===== config.mk =====
export PLATFORM = sky130hd
export DESIGN_NAME = sid_sched
export DESIGN_NICKNAME = d
export VERILOG_FILES = /design/src/rtl/sid_sched.sv
export SDC_FILE = /design/constraint.sdc
export NUM_CORES = 1
export LEC_CHECK = 0
export CORE_MARGIN = 5
export CORE_UTILIZATION = 55
export CTS_CLUSTER_SIZE = 20
export DETAILED_ROUTE_END_ITERATION = 10
export PLACE_DENSITY = 0.8
export SYNTH_ARGS = -nofsm -noshare
export SYNTH_HDL_FRONTEND = slang
export SYNTH_SLANG_ARGS = --single-unit

===== constraint.sdc =====
create_clock -name clk -period 5 [get_ports clk]
set_input_delay 1.5 -clock clk [delete_from_list [all_inputs] [get_ports clk]]
set_output_delay 1.5 -clock clk [all_outputs]
set_load 0.1 [all_outputs]

===== src/rtl/sid_sched.sv =====
// sid_sched: time-multiplexes N_SIDS SID cores over one voice and one filter pipeline and mixes them to stereo.
// Define SID_SCHED_MIX_SAT_EN to clamp the mix to 24 bits instead of wrapping.
module sid_sched #(
    parameter int N_SIDS = 2,
    parameter int VOICE_LAT = 1,
    localparam int NV = 3 * N_SIDS,
    localparam int IW = $clog2(NV),
    localparam int SW = (N_SIDS > 1) ? $clog2(N_SIDS) : 1
) (
    input  logic                  clk,
    input  logic                  rst,
    input  logic                  start,
    output logic                  voice_req,
    output logic [IW-1:0]         voice_idx,
    input  logic [23:0]           voice_o,
    input  logic [7:0]            osc_o,
    output logic [8*N_SIDS-1:0]   osc3,
    output logic                  filt_start,
    output logic [SW-1:0]         filt_sid,
    output logic [71:0]           filt_voices,
    input  logic                  filt_done,
    input  logic [23:0]           filt_o,
    input  logic [2*N_SIDS-1:0]   pan,
    output logic [23:0]           audio_left,
    output logic [23:0]           audio_right,
    output logic                  audio_valid,
    output logic                  busy,
    output logic                  overrun
);
    typedef enum logic [1:0] {IDLE, ISSUE, DRAIN} state_e;
    state_e                state_q;
    logic                  voice_req_q;
    logic [IW-1:0]         voice_idx_q;
    logic [VOICE_LAT-1:0]  pv_q;
    logic [IW-1:0]         pidx_q [VOICE_LAT];
    logic [23:0]           voices_q [NV];
    logic [8*N_SIDS-1:0]   osc3_q;
    logic [N_SIDS-1:0]     ready_q;
    logic                  out_q;
    logic                  filt_start_q;
    logic [SW-1:0]         filt_sid_q;
    logic [71:0]           filt_voices_q;
    logic [1:0]            pan_q;
    logic signed [26:0]    acc_l_q, acc_r_q, acc_l_d, acc_r_d, filt_ext;
    logic [23:0]           audio_l_q, audio_r_q, audio_l_d, audio_r_d;
    logic                  audio_valid_q;
    logic                  overrun_q;
    logic                  cap_v;
    logic [IW-1:0]         cap_idx;
    logic [SW-1:0]         nxt_sid;
    logic [71:0]           nxt_voices;
    logic [1:0]            nxt_pan;

`ifdef SID_SCHED_MIX_SAT_EN
    function automatic logic [23:0] sat(input logic signed [26:0] a);
        return (a > 27'sd8388607) ? 24'h7fffff : (a < -27'sd8388608) ? 24'h800000 : a[23:0];
    endfunction
`endif

    always_comb begin
        cap_v = pv_q[VOICE_LAT-1];
        cap_idx = pidx_q[VOICE_LAT-1];
        filt_ext = {{3{filt_o[23]}}, filt_o};
        acc_l_d = acc_l_q + (pan_q[0] ? filt_ext : 27'sd0);
        acc_r_d = acc_r_q + (pan_q[1] ? filt_ext : 27'sd0);
`ifdef SID_SCHED_MIX_SAT_EN
        audio_l_d = sat(acc_l_d);
        audio_r_d = sat(acc_r_d);
`else
        audio_l_d = acc_l_d[23:0];
        audio_r_d = acc_r_d[23:0];
`endif
        nxt_sid = '0;
        nxt_voices = '0;
        nxt_pan = '0;
        // Descending scan leaves the lowest ready SID selected
        for (int k = N_SIDS - 1; k >= 0; k--)
            if (ready_q[k]) nxt_sid = SW'(k);
        for (int k = 0; k < N_SIDS; k++)
            if (nxt_sid == SW'(k)) begin
                nxt_voices = {voices_q[3*k+2], voices_q[3*k+1], voices_q[3*k]};
                nxt_pan = pan[2*k+:2];
            end
    end

    always_ff @(posedge clk) begin
        if (rst) begin
            state_q <= IDLE;
            voice_req_q <= 1'b0;
            voice_idx_q <= '0;
            pv_q <= '0;
            osc3_q <= '0;
            ready_q <= '0;
            out_q <= 1'b0;
            filt_start_q <= 1'b0;
            filt_sid_q <= '0;
            filt_voices_q <= '0;
            pan_q <= '0;
            acc_l_q <= '0;
            acc_r_q <= '0;
            audio_l_q <= '0;
            audio_r_q <= '0;
            audio_valid_q <= 1'b0;
            overrun_q <= 1'b0;
        end else begin
            filt_start_q <= 1'b0;
            audio_valid_q <= 1'b0;
            for (int i = VOICE_LAT - 1; i > 0; i--) begin
                pv_q[i] <= pv_q[i-1];
                pidx_q[i] <= pidx_q[i-1];
            end
            pv_q[0] <= voice_req_q;
            pidx_q[0] <= voice_idx_q;
            for (int c = 0; c < NV; c++)
                if (cap_v && cap_idx == IW'(c)) voices_q[c] <= voice_o;
            if (start && state_q != IDLE) overrun_q <= 1'b1;
            if (!out_q && |ready_q) begin
                filt_start_q <= 1'b1;
                out_q <= 1'b1;
                filt_sid_q <= nxt_sid;
                filt_voices_q <= nxt_voices;
                pan_q <= nxt_pan;
                for (int k = 0; k < N_SIDS; k++)
                    if (nxt_sid == SW'(k)) ready_q[k] <= 1'b0;
            end
            // Third voice of a SID carries OSC3 and completes its filter input set
            for (int k = 0; k < N_SIDS; k++)
                if (cap_v && cap_idx == IW'(3*k+2)) begin
                    osc3_q[8*k+:8] <= osc_o;
                    ready_q[k] <= 1'b1;
                end
            if (filt_done && out_q) begin
                out_q <= 1'b0;
                acc_l_q <= acc_l_d;
                acc_r_q <= acc_r_d;
                if (filt_sid_q == SW'(N_SIDS - 1)) begin
                    audio_l_q <= audio_l_d;
                    audio_r_q <= audio_r_d;
                    audio_valid_q <= 1'b1;
                    state_q <= IDLE;
                end
            end
            if (state_q == IDLE && start) begin
                state_q <= ISSUE;
                voice_req_q <= 1'b1;
                voice_idx_q <= '0;
                acc_l_q <= '0;
                acc_r_q <= '0;
            end else if (state_q == ISSUE) begin
                if (voice_idx_q == IW'(NV - 1)) begin
                    voice_req_q <= 1'b0;
                    state_q <= DRAIN;
                end else begin
                    voice_idx_q <= voice_idx_q + 1'b1;
                end
            end
        end
    end

    assign voice_req = voice_req_q;
    assign voice_idx = voice_idx_q;
    assign osc3 = osc3_q;
    assign filt_start = filt_start_q;
    assign filt_sid = filt_sid_q;
    assign filt_voices = filt_voices_q;
    assign audio_left = audio_l_q;
    assign audio_right = audio_r_q;
    assign audio_valid = audio_valid_q;
    assign busy = state_q != IDLE;
    assign overrun = overrun_q;
endmodule


Yosys cells after proc, flatten, opt, wreduce, memory -nomap -nowiden
Memories as Yosys holds them, arrays and structs flattened.
Index checks and enable logic that the tools add are counted.
- memories kept: 2
- input port bits: 64
- RAM bits: 147
- bits in registers: 206
- word-level logic and storage cells: 123
- memories (memory ; words ; width ; rd ports ; clocked after memory_dff ; write ports ; line ; text):
    voices_q ; 6 ; 24 ; 6 ; 0 ; 1 ; 36 ; logic [23:0] voices_q [NV];
    pidx_q ; 1 ; 3 ; 1 ; 0 ; 1 ; 35 ; logic [IW-1:0] pidx_q [VOICE_LAT];
- eq/ne operators: 8
- add/subtract/negate cells: 3
- bitwise gates (word level): 2
- reduce and logical (&&, ||, !) cells: 33
- mux-type cells: 55
- operator list (operator ; count):
    24-bit 2-to-1 mux ; 5
    24-bit OR reduction ; 5
    72-bit 2-to-1 mux ; 1
    27-bit adder ; 2
    27-bit 2-to-1 mux ; 2
    1-bit 2-to-1 mux ; 36
    3-bit 2-to-1 mux ; 5
    2-bit 2-to-1 mux ; 6
    2-bit nonzero test ; 6
    1-bit logical AND ; 10
    2-bit AND reduction ; 5
    3-bit == test, second input constant ; 3
    2-bit OR reduction ; 4
    3-bit by 2-bit == test with 1-bit output, second input constant ; 2
    3-bit by 1-bit adder with 3-bit output, second input constant ; 1
    3-bit by 1-bit == test with 1-bit output, second input constant ; 1
    3-bit zero test ; 1
    2-bit by 1-bit == test with 1-bit output, second input constant ; 1
    2-bit zero test ; 1
    2-bit by 1-bit != test with 1-bit output, second input constant ; 1
    1-bit inverter ; 2
    1-bit zero test ; 1

Logic depth before layout (Yosys ltp)
Gate-level depths: netlist of the first run.
An unclocked memory read counts as a cell.
- word-level depth: 12
- mapped depth: 12
- gate-level depth less buffers: 11

Least setup slack after synthesis of the first run
OpenSTA, ideal clock, no wires.
- path kind: input -> register
- start: input port rst
- end: memory voices_q[0][0], enable pin
- stages on the path: 3
- slack: 752 ps
- data required time: 4560 ps
- path buffers: 1
- arrival time: 3808 ps
- path through: clkbuf_1 -> nor3b_1 -> nor3b_1
- longest elaborated chain between the ends: 8
- elaborated cells between the ends (all ways): 27
- those cells by class: mux (22); reduce/logical (5)
- RTL lines (what ; line ; text):
    start: declaration ; 11 ; input logic rst,
    1-bit 2-to-1 mux ; 87 ; if (rst) begin
    1-bit 2-to-1 mux (implied by the code) ; 115 ; if (cap_v && cap_idx == IW'(c)) voices_q[c] <= voice_o;
    24-bit OR reduction (no line) ; - ;
    3-bit 2-to-1 mux (no line) or 1-bit 2-to-1 mux (tied branches) (5 in a row) ; - ;
    end: declaration ; 36 ;
Several ways; a longest one is shown, not always the timed one.

Worst setup path in the final report of the first run
- start: input port filt_o[0]
- end: register acc_l_q[22]
- longest elaborated chain between the ends: 2
- RTL lines (what ; line ; text):
    start: declaration ; 22 ; input logic [23:0] filt_o,
    27-bit 2-to-1 mux ; 64 ; acc_l_d = acc_l_q + (pan_q[0] ? filt_ext : 27'sd0);
    27-bit adder ; 64 ;
    end signal: assignment ; 134 ; acc_l_q <= acc_l_d;
    end: declaration ; 44 ; logic signed [26:0] acc_l_q, acc_r_q, acc_l_d, acc_r_d, filt_ext;
No other way between the ends.
A chain may end at the register's enable or synchronous reset.

==> run summary, run 1 <==
total of flip-flops plus latches after synthesis - 347
clock period minus final worst setup slack - 4.026 ns
type of element launching the critical path - primary input
number of global-route vias before repair - 10,930
cell at the slowest stage of the critical path - sky130_fd_sc_hd__clkdlybuf4s50_1
post-route antenna net violation count - 0
PortBufs - 208
synthesized area divided by synthesized cell count - 10.59 µm²
standard-cell row count - 60
pin count of the biggest net entering global routing - 98
status - completed
Worst Max-Slew Pin Slew - 1.192 ns
Cell Pwr Density - 323.1 mW/mm²
weighted congestion reported at the end of routability-driven placement - 0.9016
number of remaining DRC errors - 0
number of nets in the finished design - 1,693
first-pass iteration count of the detailed router - 5
fraction of synthesis flops using an asynchronous set or reset pin - 0%
startpoint of the most critical setup path - filt_o[0]
deepest level of the CTS H-tree - 2
Fin. Hold Viols - 0
worst path required time - 5.37 ns
Diodes inserted - 0
worst slew margin relative to its limit - 20.35%
synthesis warning total - 0
Hold/Removal Path Class - reg2reg
clock tree root driver cell - sky130_fd_sc_hd__clkbuf_16
total wire length after detailed routing - 36,830 µm
synthesized area - 0.01483 mm²
floorplan die width - 174.2 µm
count of flip-flops with a built-in enable after synthesis - 147
vertical die dimension - 174.2 µm
end of the worst register-to-register path - audio_right[19]
number of sinks driven by the clock tree - 347
R2R setup slack - 1.67 ns
first-pass GRT wire length - 58,040 µm
Clk pin slew, worst setup/hold paths - 0.06 ns
number of instances in the synthesized netlist - 1,400
boundary pin count - 209
Peak supply drop - 0.3396 mV
vias per cell - 5.727
maximum root-to-sink buffer count - 3
leakage component of the power - 6.371 nW
total of max-cap violations - 0
Most used DFF post-synth - sky130_fd_sc_hd__dfxtp_1
area leader, netlist - sky130_fd_sc_hd__edfxtp_1
die area - 0.03034 mm²
most frequent cell on the critical path - sky130_fd_sc_hd__a211o_1
crit-path cells - clkdlybuf4s50_1 > and2_1 > ha_1 > fa_1 > a211oi_1 > o21bai_1 > o21ba_1 > a211o_1 > a211o_1 > a21oi_2 > xor2_1 > a21oi_1
final worst slack - 0.9740 ns
startpoint of the worst register-to-register path - pan_q[1]
half-perimeter wire length after detailed placement - 24,400 µm
GRT Residual Overflow - 0
critical path class - in2reg
cts-stage hold buffer count - 0
sequential fraction of the synthesis area - 56.77%
Core Area - 0.02673 mm²
Synth area leaders - sky130_fd_sc_hd__edfxtp_1 30%, sky130_fd_sc_hd__dfxtp_1 27%, sky130_fd_sc_hd__mux2i_1 5.8%
total routing usage reported by global routing - 23.32%
average detailed-routed wire length per instance - 18.92 µm
Final TNS setup - 0 ns
arrival time worst endpoint - 4.40 ns
slowest cell delay on critical path - 0.42 ns
RSZ-0062 raised after global routing - false
setup violators final - 0
worst r2r path cells - 10
pre-CTS setup slack - 0.4848 ns
antenna violations before repair - 0
worst setup path endpoint - acc_l_q[22]
final-layout worst hold slack - 0.4512 ns
initial core utilization - 55.48%
kind of capture point of the worst setup path - register
clock insertion delay at the later pin of the skew report - 0.52 ns
number of distinct standard cells referenced by the synthesized netlist - 64
Layout area overhead - 23.36%
share of the synthesized area in the top cell type - 29.77%
highest fanout seen on the critical path - 5
initial detailed-routing violation count - 778
post-CTS setup-driven buffer insertion count - 0
clock tree from TritonCTS - done
share of cells above drive strength 1 - 5.483%
FILL cells - 1,992
Worst Clk Skew - 0.01402 ns
number of buffers inserted during clock tree synthesis - 36
fraction of the cycle the final worst path needs - 80.52%
total count of max-transition violations in the final report - 0
Syn Nets - 1,514
via total after detailed routing - 11,150
Achievable Freq - 248.4 MHz
post-cts gate resize count - 0
==> final cells by class <==
class	count	area [µm²]	share of cell area (%)
clock inverters	10	103.9	0.5678
flip-flops and latches	347	8418	46.02
multi-input cells	954	6026	32.94
repair buffers	228	2242	12.26
inverters	12	45.04	0.2463
clock buffers	54	1030	5.630
well taps	341	426.7	2.333
==> sequential cells by signal, summed over array words and instances, names as in the netlist <==
signal and cells:
filt_voices 72, audio_left 24, acc_l_q 24, filt_sid 1, state_q 2, audio_valid 1
pidx_q 3, voices_q 144, voice_req 1, audio_right 24, out_q 1, pan_q 2
cap_v 1, ready_q 2, voice_idx 3, filt_start 1, acc_r_q 24, overrun 1
osc3 16
==> metrics by stage <==
step | utilization [%] | instance area, µm² | power, mW | std cells
finish | 68.44 | 18290 | 5.911 | 1946
global route | 68.44 | 18290 | 6.093 | 1946
CTS | 68.44 | 18290 | 5.948 | 1946
detailed placement | 64.20 | 17160 | 3.403 | 1882
global placement | 64.20 | 17160 | 3.397 | 1882
floorplan | - | 14830 | 3.263 | 1400
==> per-layer routing <==
| metal | vias up | track usage [%] | share of wire (%) |
|---|---|---|---|
| li1 | 5383 | - | - |
| met1 | 5360 | 29.88 | 42 |
| met2 | 353 | 40.47 | 49 |
| met3 | 49 | 5.241 | 7.1 |
| met4 | 0 | 5.444 | 1.9 |
| met5 | - | 0 | 0 |
==> worst max-delay path, delay by kind of cell <==
kind            cells  cell delay, ns
simple gates        1            0.17
fa+ha+maj           2            0.63
xor+xnor            1            0.20
compound gates      7            1.48
buf+inv             1            0.42
==> cells in the mapped netlist, drive strengths merged (3+ instances only) <==
library cell,instances
a211oi,93
and2,50
dfxtp,200
o31ai,3
inv,12
a31oi,6
xnor2,25
a21oi,128
nand4,6
nor3b,4
clkbuf,67
nand2b,4
o21bai,7
a21o,20
xor2,14
o211ai,5
o21ai,44
nand2,183
o21a,10
nor2,124
nand3,29
a221oi,3
nor2b,7
ha,48
edfxtp,147
and4,3
buf,20
nor3,11
mux2i,86
or4,3
a211o,3
and3,6
==> logic make-up after synthesis <==
| logic type | count (synthesis) | synth area share [%] |
|---|---|---|
| buffers and inverters | 99 | 2.852 |
| adders and majority gates | 50 | 4.320 |
| AOI/OAI and AO/OA | 340 | 14.71 |
| xor gates and xnor gates | 39 | 2.304 |
| DFF | 347 | 56.77 |
| muxes | 86 | 5.805 |
| and+or+nand+nor | 439 | 13.24 |
==> report_power, final <==
group	switching, mW	total (mW)	internal (mW)
Combinational	0.241	0.346	0.106
Clock	1.08	2.57	1.49
Sequential	0.0197	3.00	2.98
==> placed cells by master, fill, tap and decap left out, types with 3 or more instances in the layout <==
cell type	Yosys	final
sky130_fd_sc_hd__a211o_1	3	3
sky130_fd_sc_hd__a211oi_1	92	92
sky130_fd_sc_hd__a21o_1	20	20
sky130_fd_sc_hd__a21oi_1	127	127
sky130_fd_sc_hd__a221oi_1	3	3
sky130_fd_sc_hd__a31oi_1	5	5
sky130_fd_sc_hd__and2_1	50	49
sky130_fd_sc_hd__and3_1	6	5
sky130_fd_sc_hd__and4_1	3	3
sky130_fd_sc_hd__buf_4	3	20
sky130_fd_sc_hd__clkbuf_1	66	13
sky130_fd_sc_hd__clkbuf_16	0	37
sky130_fd_sc_hd__clkbuf_8	0	4
sky130_fd_sc_hd__clkdlybuf4s50_1	0	207
sky130_fd_sc_hd__clkinv_1	0	3
sky130_fd_sc_hd__clkinv_2	0	3
sky130_fd_sc_hd__dfxtp_1	200	200
sky130_fd_sc_hd__edfxtp_1	147	147
sky130_fd_sc_hd__ha_1	48	48
sky130_fd_sc_hd__inv_1	12	12
sky130_fd_sc_hd__mux2i_1	86	86
sky130_fd_sc_hd__nand2_1	183	183
sky130_fd_sc_hd__nand2b_1	4	4
sky130_fd_sc_hd__nand3_1	29	29
sky130_fd_sc_hd__nand4_1	6	6
sky130_fd_sc_hd__nor2_1	124	121
sky130_fd_sc_hd__nor2b_1	7	6
sky130_fd_sc_hd__nor3_1	11	10
sky130_fd_sc_hd__nor3b_1	4	3
sky130_fd_sc_hd__o211ai_1	5	5
sky130_fd_sc_hd__o21a_1	10	10
sky130_fd_sc_hd__o21ai_0	40	40
sky130_fd_sc_hd__o21ai_1	3	3
sky130_fd_sc_hd__o21bai_1	7	7
sky130_fd_sc_hd__or4_1	3	3
sky130_fd_sc_hd__xnor2_1	25	25
sky130_fd_sc_hd__xor2_1	14	14
==> worst min-delay path by stage <==
| stage | from | endpoint | slack (ns) | cells after the start |
|---|---|---|---|---|
| after floorplan | acc_l_q[12] | acc_l_q[12] | 0.44 | 2 |
| after global placement | audio_left[17] | audio_left[17] | 0.44 | 2 |
| after detailed placement | audio_left[13] | audio_left[13] | 0.45 | 2 |
| after CTS | audio_left[13] | audio_left[13] | 0.45 | 2 |
| after global routing | osc3[11] | osc3[11] | 0.46 | 2 |
| final | audio_left[13] | audio_left[13] | 0.45 | 2 |
(Power assumes the default switching activity.)
==> run 2: changes to the inputs <==
CORE_UTILIZATION = 49   (was 55)
PLACE_DENSITY = 0.76   (was 0.8)
clock period = 3.6 ns   (was 5 ns; I/O delays follow)
==> run 2 against run 1 <==
Sequential power rose by 39%. Via count grew 1.3%. Clock skew grew 0.0056 ns. Final area up 2.2%. Power up 41%. Critical path type unchanged. Highest routed layer unchanged.
==> run summary, run 2 (synthesis gave the netlist of run 1 again) <==
worst slew margin relative to its limit - 14.51%
post-CTS setup-driven buffer insertion count - 0
area used by multi-input combinational logic - 0.006036 mm²
half-perimeter wire length after detailed placement - 25,870 µm
initial core utilization - 49.76%
Achievable Freq - 287.2 MHz
first-pass iteration count of the detailed router - 5
type of element launching the critical path - primary input
Peak supply drop - 0.5646 mV
final worst slack - 0.1186 ns
Worst Clk Skew - 0.01965 ns
Hold/Removal Path Class - reg2reg
number of global-route vias before repair - 11,290
floorplan die width - 184.0 µm
Fin. Hold Viols - 0
slowest cell delay on critical path - 0.43 ns
total routing usage reported by global routing - 21.82%
cell count along the critical path - 12
total of max-cap violations - 0
kind of capture point of the worst setup path - register
number of nets in the finished design - 1,773
Layout area overhead - 26.11%
RSZ-0062 raised after global routing - false
Largest register FFs - 144
clock tree from TritonCTS - done
share of cells above drive strength 1 - 18.96%
post-route antenna net violation count - 0
most frequent cell on the critical path - sky130_fd_sc_hd__a211o_1
clock period minus final worst setup slack - 3.481 ns
status - completed
initial detailed-routing violation count - 590
FILL cells - 2,472
Clk pin slew, worst setup/hold paths - 0.06 ns
pre-CTS setup slack - -0.3788 ns
critical path class - in2reg
vertical die dimension - 184.0 µm
most used cells in the layout excluding fill and tap cells - 241 x sky130_fd_sc_hd__buf_4, 200 x sky130_fd_sc_hd__dfxtp_1, 183 x sky130_fd_sc_hd__nand2_1, 147 x sky130_fd_sc_hd__edfxtp_1, 126 x sky130_fd_sc_hd__a21oi_1
pin count of the biggest net entering global routing - 125
clock insertion delay at the later pin of the skew report - 0.54 ns
maximum root-to-sink buffer count - 3
total count of max-transition violations in the final report - 0
register containing the most flip-flops in the final layout - voices_q
FF+latch area - 0.008418 mm²
number of remaining DRC errors - 0
worst r2r path cells - 11
worst path required time - 3.97 ns
clock tree root driver cell - sky130_fd_sc_hd__clkbuf_16
number of sinks driven by the clock tree - 347
via total after detailed routing - 11,290
most common cell after layout, fill and taps aside - sky130_fd_sc_hd__buf_4
leakage component of the power - 7.131 nW
total wire length after detailed routing - 37,550 µm
first-pass GRT wire length - 59,800 µm
highest fanout seen on the critical path - 2
crit-path cells - clkdlybuf4s50_1 > and2_1 > ha_1 > fa_1 > a211oi_1 > o21bai_1 > o21ba_1 > a211o_1 > a211o_1 > a21oi_2 > xor2_1 > a21oi_1
deepest level of the CTS H-tree - 2
GRT Residual Overflow - 0
Bufs and invs on worst path - 1
boundary pin count - 209
fraction of the cycle the final worst path needs - 96.71%
standard-cell row count - 63
weighted congestion reported at the end of routability-driven placement - 0.9151
arrival time worst endpoint - 3.85 ns
Worst Max-Slew Pin Slew - 1.264 ns
antenna violations before repair - 0
Diodes inserted - 0
cell at the slowest stage of the critical path - sky130_fd_sc_hd__clkdlybuf4s50_1
average detailed-routed wire length per instance - 18.07 µm
die area - 0.03384 mm²
Final TNS setup - 0 ns
number of buffers inserted during clock tree synthesis - 37
vias per cell - 5.435
PortBufs - 208
cts-stage hold buffer count - 0
Worst Hold Path Cells - 2
setup violators final - 0
CP top delay family - compound AO/OA/AOI/OAI gates
Core Area - 0.02980 mm²
Cell Pwr Density - 446.4 mW/mm²
## run 2: cell count changes in the layout (fill, tap and decap cells not counted), sizes merged
cell           change
buf              +224
clkinv            +12
bufinv             +2
clkbuf             -9
clkdlybuf4s50    -145
inv                -1
## run 2: stage by stage
step / instances / hold WS (ns) / util (%) / area (µm²) / total power [mW]
after floorplan: 1400 / 0.4362 / - / 14830 / 4.532
after global placement: 2010 / 0.4424 / 58.71 / 17490 / 4.721
after detailed placement: 2010 / 0.4500 / 58.71 / 17490 / 4.727
after CTS: 2078 / 0.4579 / 62.74 / 18700 / 8.436
after global routing: 2078 / 0.4773 / 62.76 / 18700 / 8.643
final: 2078 / 0.4527 / 62.76 / 18700 / 8.348
## run 2: layout make-up
class                      count  share of cell area, %
inverter                      12                 0.2409
clock inverter                23                  1.265
multi-input combinational    954                  32.28
sequential                   347                  45.02
clock buffer                  45                  5.166
timing repair buffer         307                  13.42
tap                          390                  2.610
## run 2: power by group
| group | switching [mW] | internal (mW) | total, mW |
|---|---|---|---|
| sequential | 0.0266 | 4.14 | 4.16 |
| combinational | 0.335 | 0.145 | 0.479 |
| clock | 1.55 | 2.16 | 3.71 |
## run 2: per-layer routing
metal,global-route usage (%),vias up,wire length (µm)
met1,27.62,5351,15370
li1,-,5561,-
met4,6.477,0,1099
met5,0,-,0
met3,5.956,81,2982
met2,36.75,301,18090
## run 2: final timing paths
path	from	end	slack, ns
min reg2reg	audio_left[21]	audio_left[21]	0.45
max	filt_o[0]	acc_l_q[22]	0.12
min	audio_left[21]	audio_left[21]	0.45
max reg2reg	pan_q[0]	acc_l_q[22]	0.68
## run 2: worst min-delay path, stage by stage (launching register included)
cell and delay (ns):
sky130_fd_sc_hd__dfxtp_1 0.31, sky130_fd_sc_hd__nand2_1 0.05, sky130_fd_sc_hd__a21oi_1 0.05
## run 2: timing repair
item | 4_1_cts | 5_1_grt
resized for setup | 0 | 1
hold endpoints to repair | 0 | 0
endpoints found under the setup margin | 0 | 2
==> run 3: changes to the inputs <==
GPL_TIMING_DRIVEN = 0   (was not set)
==> run 3 against run 2 <==
Setup slack gained 0.020 ns. Global-route usage grew 2.4 points. Core utilization grew 0.43 points. Clock skew is essentially flat. Via count grew 3.3%. Sequential share of layout area shrank 0.31 points. Power grew 3.2%. Die area is the same. Worst hold slack gained 0.0012 ns. Sequential cell count is the same. Register-to-register slack lost 0.43 ns. Highest routed layer is now met5.
==> run summary, run 3 (synthesis gave the netlist of run 1 again) <==
cell at the slowest stage of the critical path - sky130_fd_sc_hd__clkdlybuf4s50_1
fraction of the cycle the final worst path needs - 96.15%
sequential fraction of design power - 48.3%
weighted congestion reported at the end of routability-driven placement - 0.9325
post-route antenna net violation count - 0
clock insertion delay at the later pin of the skew report - 0.54 ns
Inst Count DP - 2,001
GRT Residual Overflow - 0
Cell Pwr Density - 457.5 mW/mm²
clock period minus final worst setup slack - 3.462 ns
fraction of power consumed by the clock network - 45.8%
Power, Total - 8.613 mW
boundary pin count - 209
highest fanout seen on the critical path - 5
area used by multi-input combinational logic - 0.006067 mm²
share of cells above drive strength 1 - 6.120%
number of nets in the finished design - 1,768
arrival time worst endpoint - 3.87 ns
standard-cell row count - 63
Achievable Freq - 288.9 MHz
cell area after placement - 0.01748 mm²
crit-path cells - clkdlybuf4s50_1 > and2_1 > fa_2 > a211oi_2 > o21bai_2 > o21ba_4 > a211o_1 > a211o_1 > a21oi_2 > xor2_2 > a21oi_1
Final TNS setup - 0 ns
kind of capture point of the worst setup path - register
setup violators final - 0
initial detailed-routing violation count - 863
slowest cell delay on critical path - 0.48 ns
worst slew margin relative to its limit - 27.13%
leakage component of the power - 6.537 nW
power spent charging and discharging nets - 1.997 mW
via total after detailed routing - 11,670
Core Area - 0.02980 mm²
Sw Ratio - 23.18%
total count of max-transition violations in the final report - 0
pin count of the biggest net entering global routing - 26
internal power component - 6.616 mW
half-perimeter wire length after detailed placement - 30,420 µm
Fin. Hold Viols - 0
FF+latch area - 0.008418 mm²
Worst Clk Skew - 0.01978 ns
RSZ-0062 raised after global routing - false
maximum root-to-sink buffer count - 3
Util after Layout - 63.19%
deepest level of the CTS H-tree - 2
status - completed
total routing usage reported by global routing - 24.26%
type of element launching the critical path - primary input
total of max-cap violations - 0
number of global-route vias before repair - 11,740
register containing the most flip-flops in the final layout - voices_q
number of buffers inserted during clock tree synthesis - 37
combinational share of power - 5.9%
Diodes inserted - 0
vias per cell - 5.630
Peak supply drop - 0.4142 mV
vertical die dimension - 184.0 µm
clock tree from TritonCTS - done
worst path required time - 4.01 ns
die area - 0.03384 mm²
antenna violations before repair - 1
most common cell after layout, fill and taps aside - sky130_fd_sc_hd__clkdlybuf4s50_1
total wire length after detailed routing - 42,170 µm
Clk pin slew, worst setup/hold paths - 0.06 ns
floorplan die width - 184.0 µm
PortBufs - 207
Layout area overhead - 26.97%
first-pass iteration count of the detailed router - 5
cts-stage hold buffer count - 0
FILL cells - 2,386
most frequent cell on the critical path - sky130_fd_sc_hd__a211o_1
Hold/Removal Path Class - reg2reg
critical path class - in2reg
Largest register FFs - 144
most used cells in the layout excluding fill and tap cells - 206 x sky130_fd_sc_hd__clkdlybuf4s50_1, 200 x sky130_fd_sc_hd__dfxtp_1, 183 x sky130_fd_sc_hd__nand2_1, 147 x sky130_fd_sc_hd__edfxtp_1, 125 x sky130_fd_sc_hd__a21oi_1
final cell count without fillers - 2,073
first-pass GRT wire length - 64,760 µm
clock tree root driver cell - sky130_fd_sc_hd__clkbuf_16
initial core utilization - 49.76%
average detailed-routed wire length per instance - 20.34 µm
number of sinks driven by the clock tree - 347
area of all placed cells without fillers - 0.01883 mm²
Worst Max-Slew Pin Slew - 1.090 ns
number of remaining DRC errors - 0
## run 3: power by group through the flow
stage / logic [mW] / clock network (mW) / registers, mW
6_report: 0.508 / 3.94 / 4.16
2_1_floorplan: 0.134 / 0 / 4.40
5_1_grt: 0.532 / 4.15 / 4.16
3_5_place_dp: 0.503 / 0 / 4.25
3_3_place_gp: 0.492 / 0 / 4.25
4_1_cts: 0.507 / 3.98 / 4.16
## run 3: stage by stage
| stage | worst slack [ns] | hold WS, ns |
|---|---|---|
| 6_report | 0.1385 | 0.4539 |
| 5_1_grt | 0.02000 | 0.4655 |
| 4_1_cts | 0.03932 | 0.4541 |
| 3_5_place_dp | -0.6031 | 0.4458 |
| 3_3_place_gp | -1.725 | 0.4415 |
| 2_1_floorplan | 0.01981 | 0.4362 |
## run 3: worst max-delay path: cells and delay by family
kind	cells	cell delay [ns]
AO/OA/AOI/OAI	7	1.53
XOR/XNOR	1	0.17
adder cells (fa/ha/maj)	1	0.37
buffers and inverters	1	0.48
AND/OR/NAND/NOR	1	0.23
## run 3: layout make-up
type,count,area share (%)
inverters,12,0.2393
clock inverters,15,1.229
repair buffers,215,11.48
clock buffers,53,5.509
multi-input cells,954,32.23
plain buffers,87,2.007
flip-flops and latches,347,44.71
well taps,390,2.592
## run 3: routing by layer
layer / GRT usage, % / vias up / wire length (µm)
met5: 0 / - / 13
met4: 7.128 / 2 / 1238
met3: 4.808 / 87 / 3027
met2: 42.44 / 433 / 20650
met1: 30.55 / 5610 / 17240
li1: - / 5539 / -
## run 3: final timing paths
kind                  startpoint             end  slack, ns  cells past startpoint
setup / recovery       filt_o[1]  audio_left[22]       0.14                     11
hold / removal    audio_left[21]  audio_left[21]       0.45                      2
setup reg to reg        pan_q[0]  audio_left[22]       0.25                     12
hold reg to reg   audio_left[21]  audio_left[21]       0.45                      2
## run 3: what timing repair did
| item | 4_1_cts | 5_1_grt |
|---|---|---|
| resized for setup | 4 | 8 |
| buffers inserted | 0 | 4 |
| pin swaps | 1 | 7 |
| endpoints found under the setup margin | 5 | 8 |
| endpoints found under the hold margin | 0 | 0 |
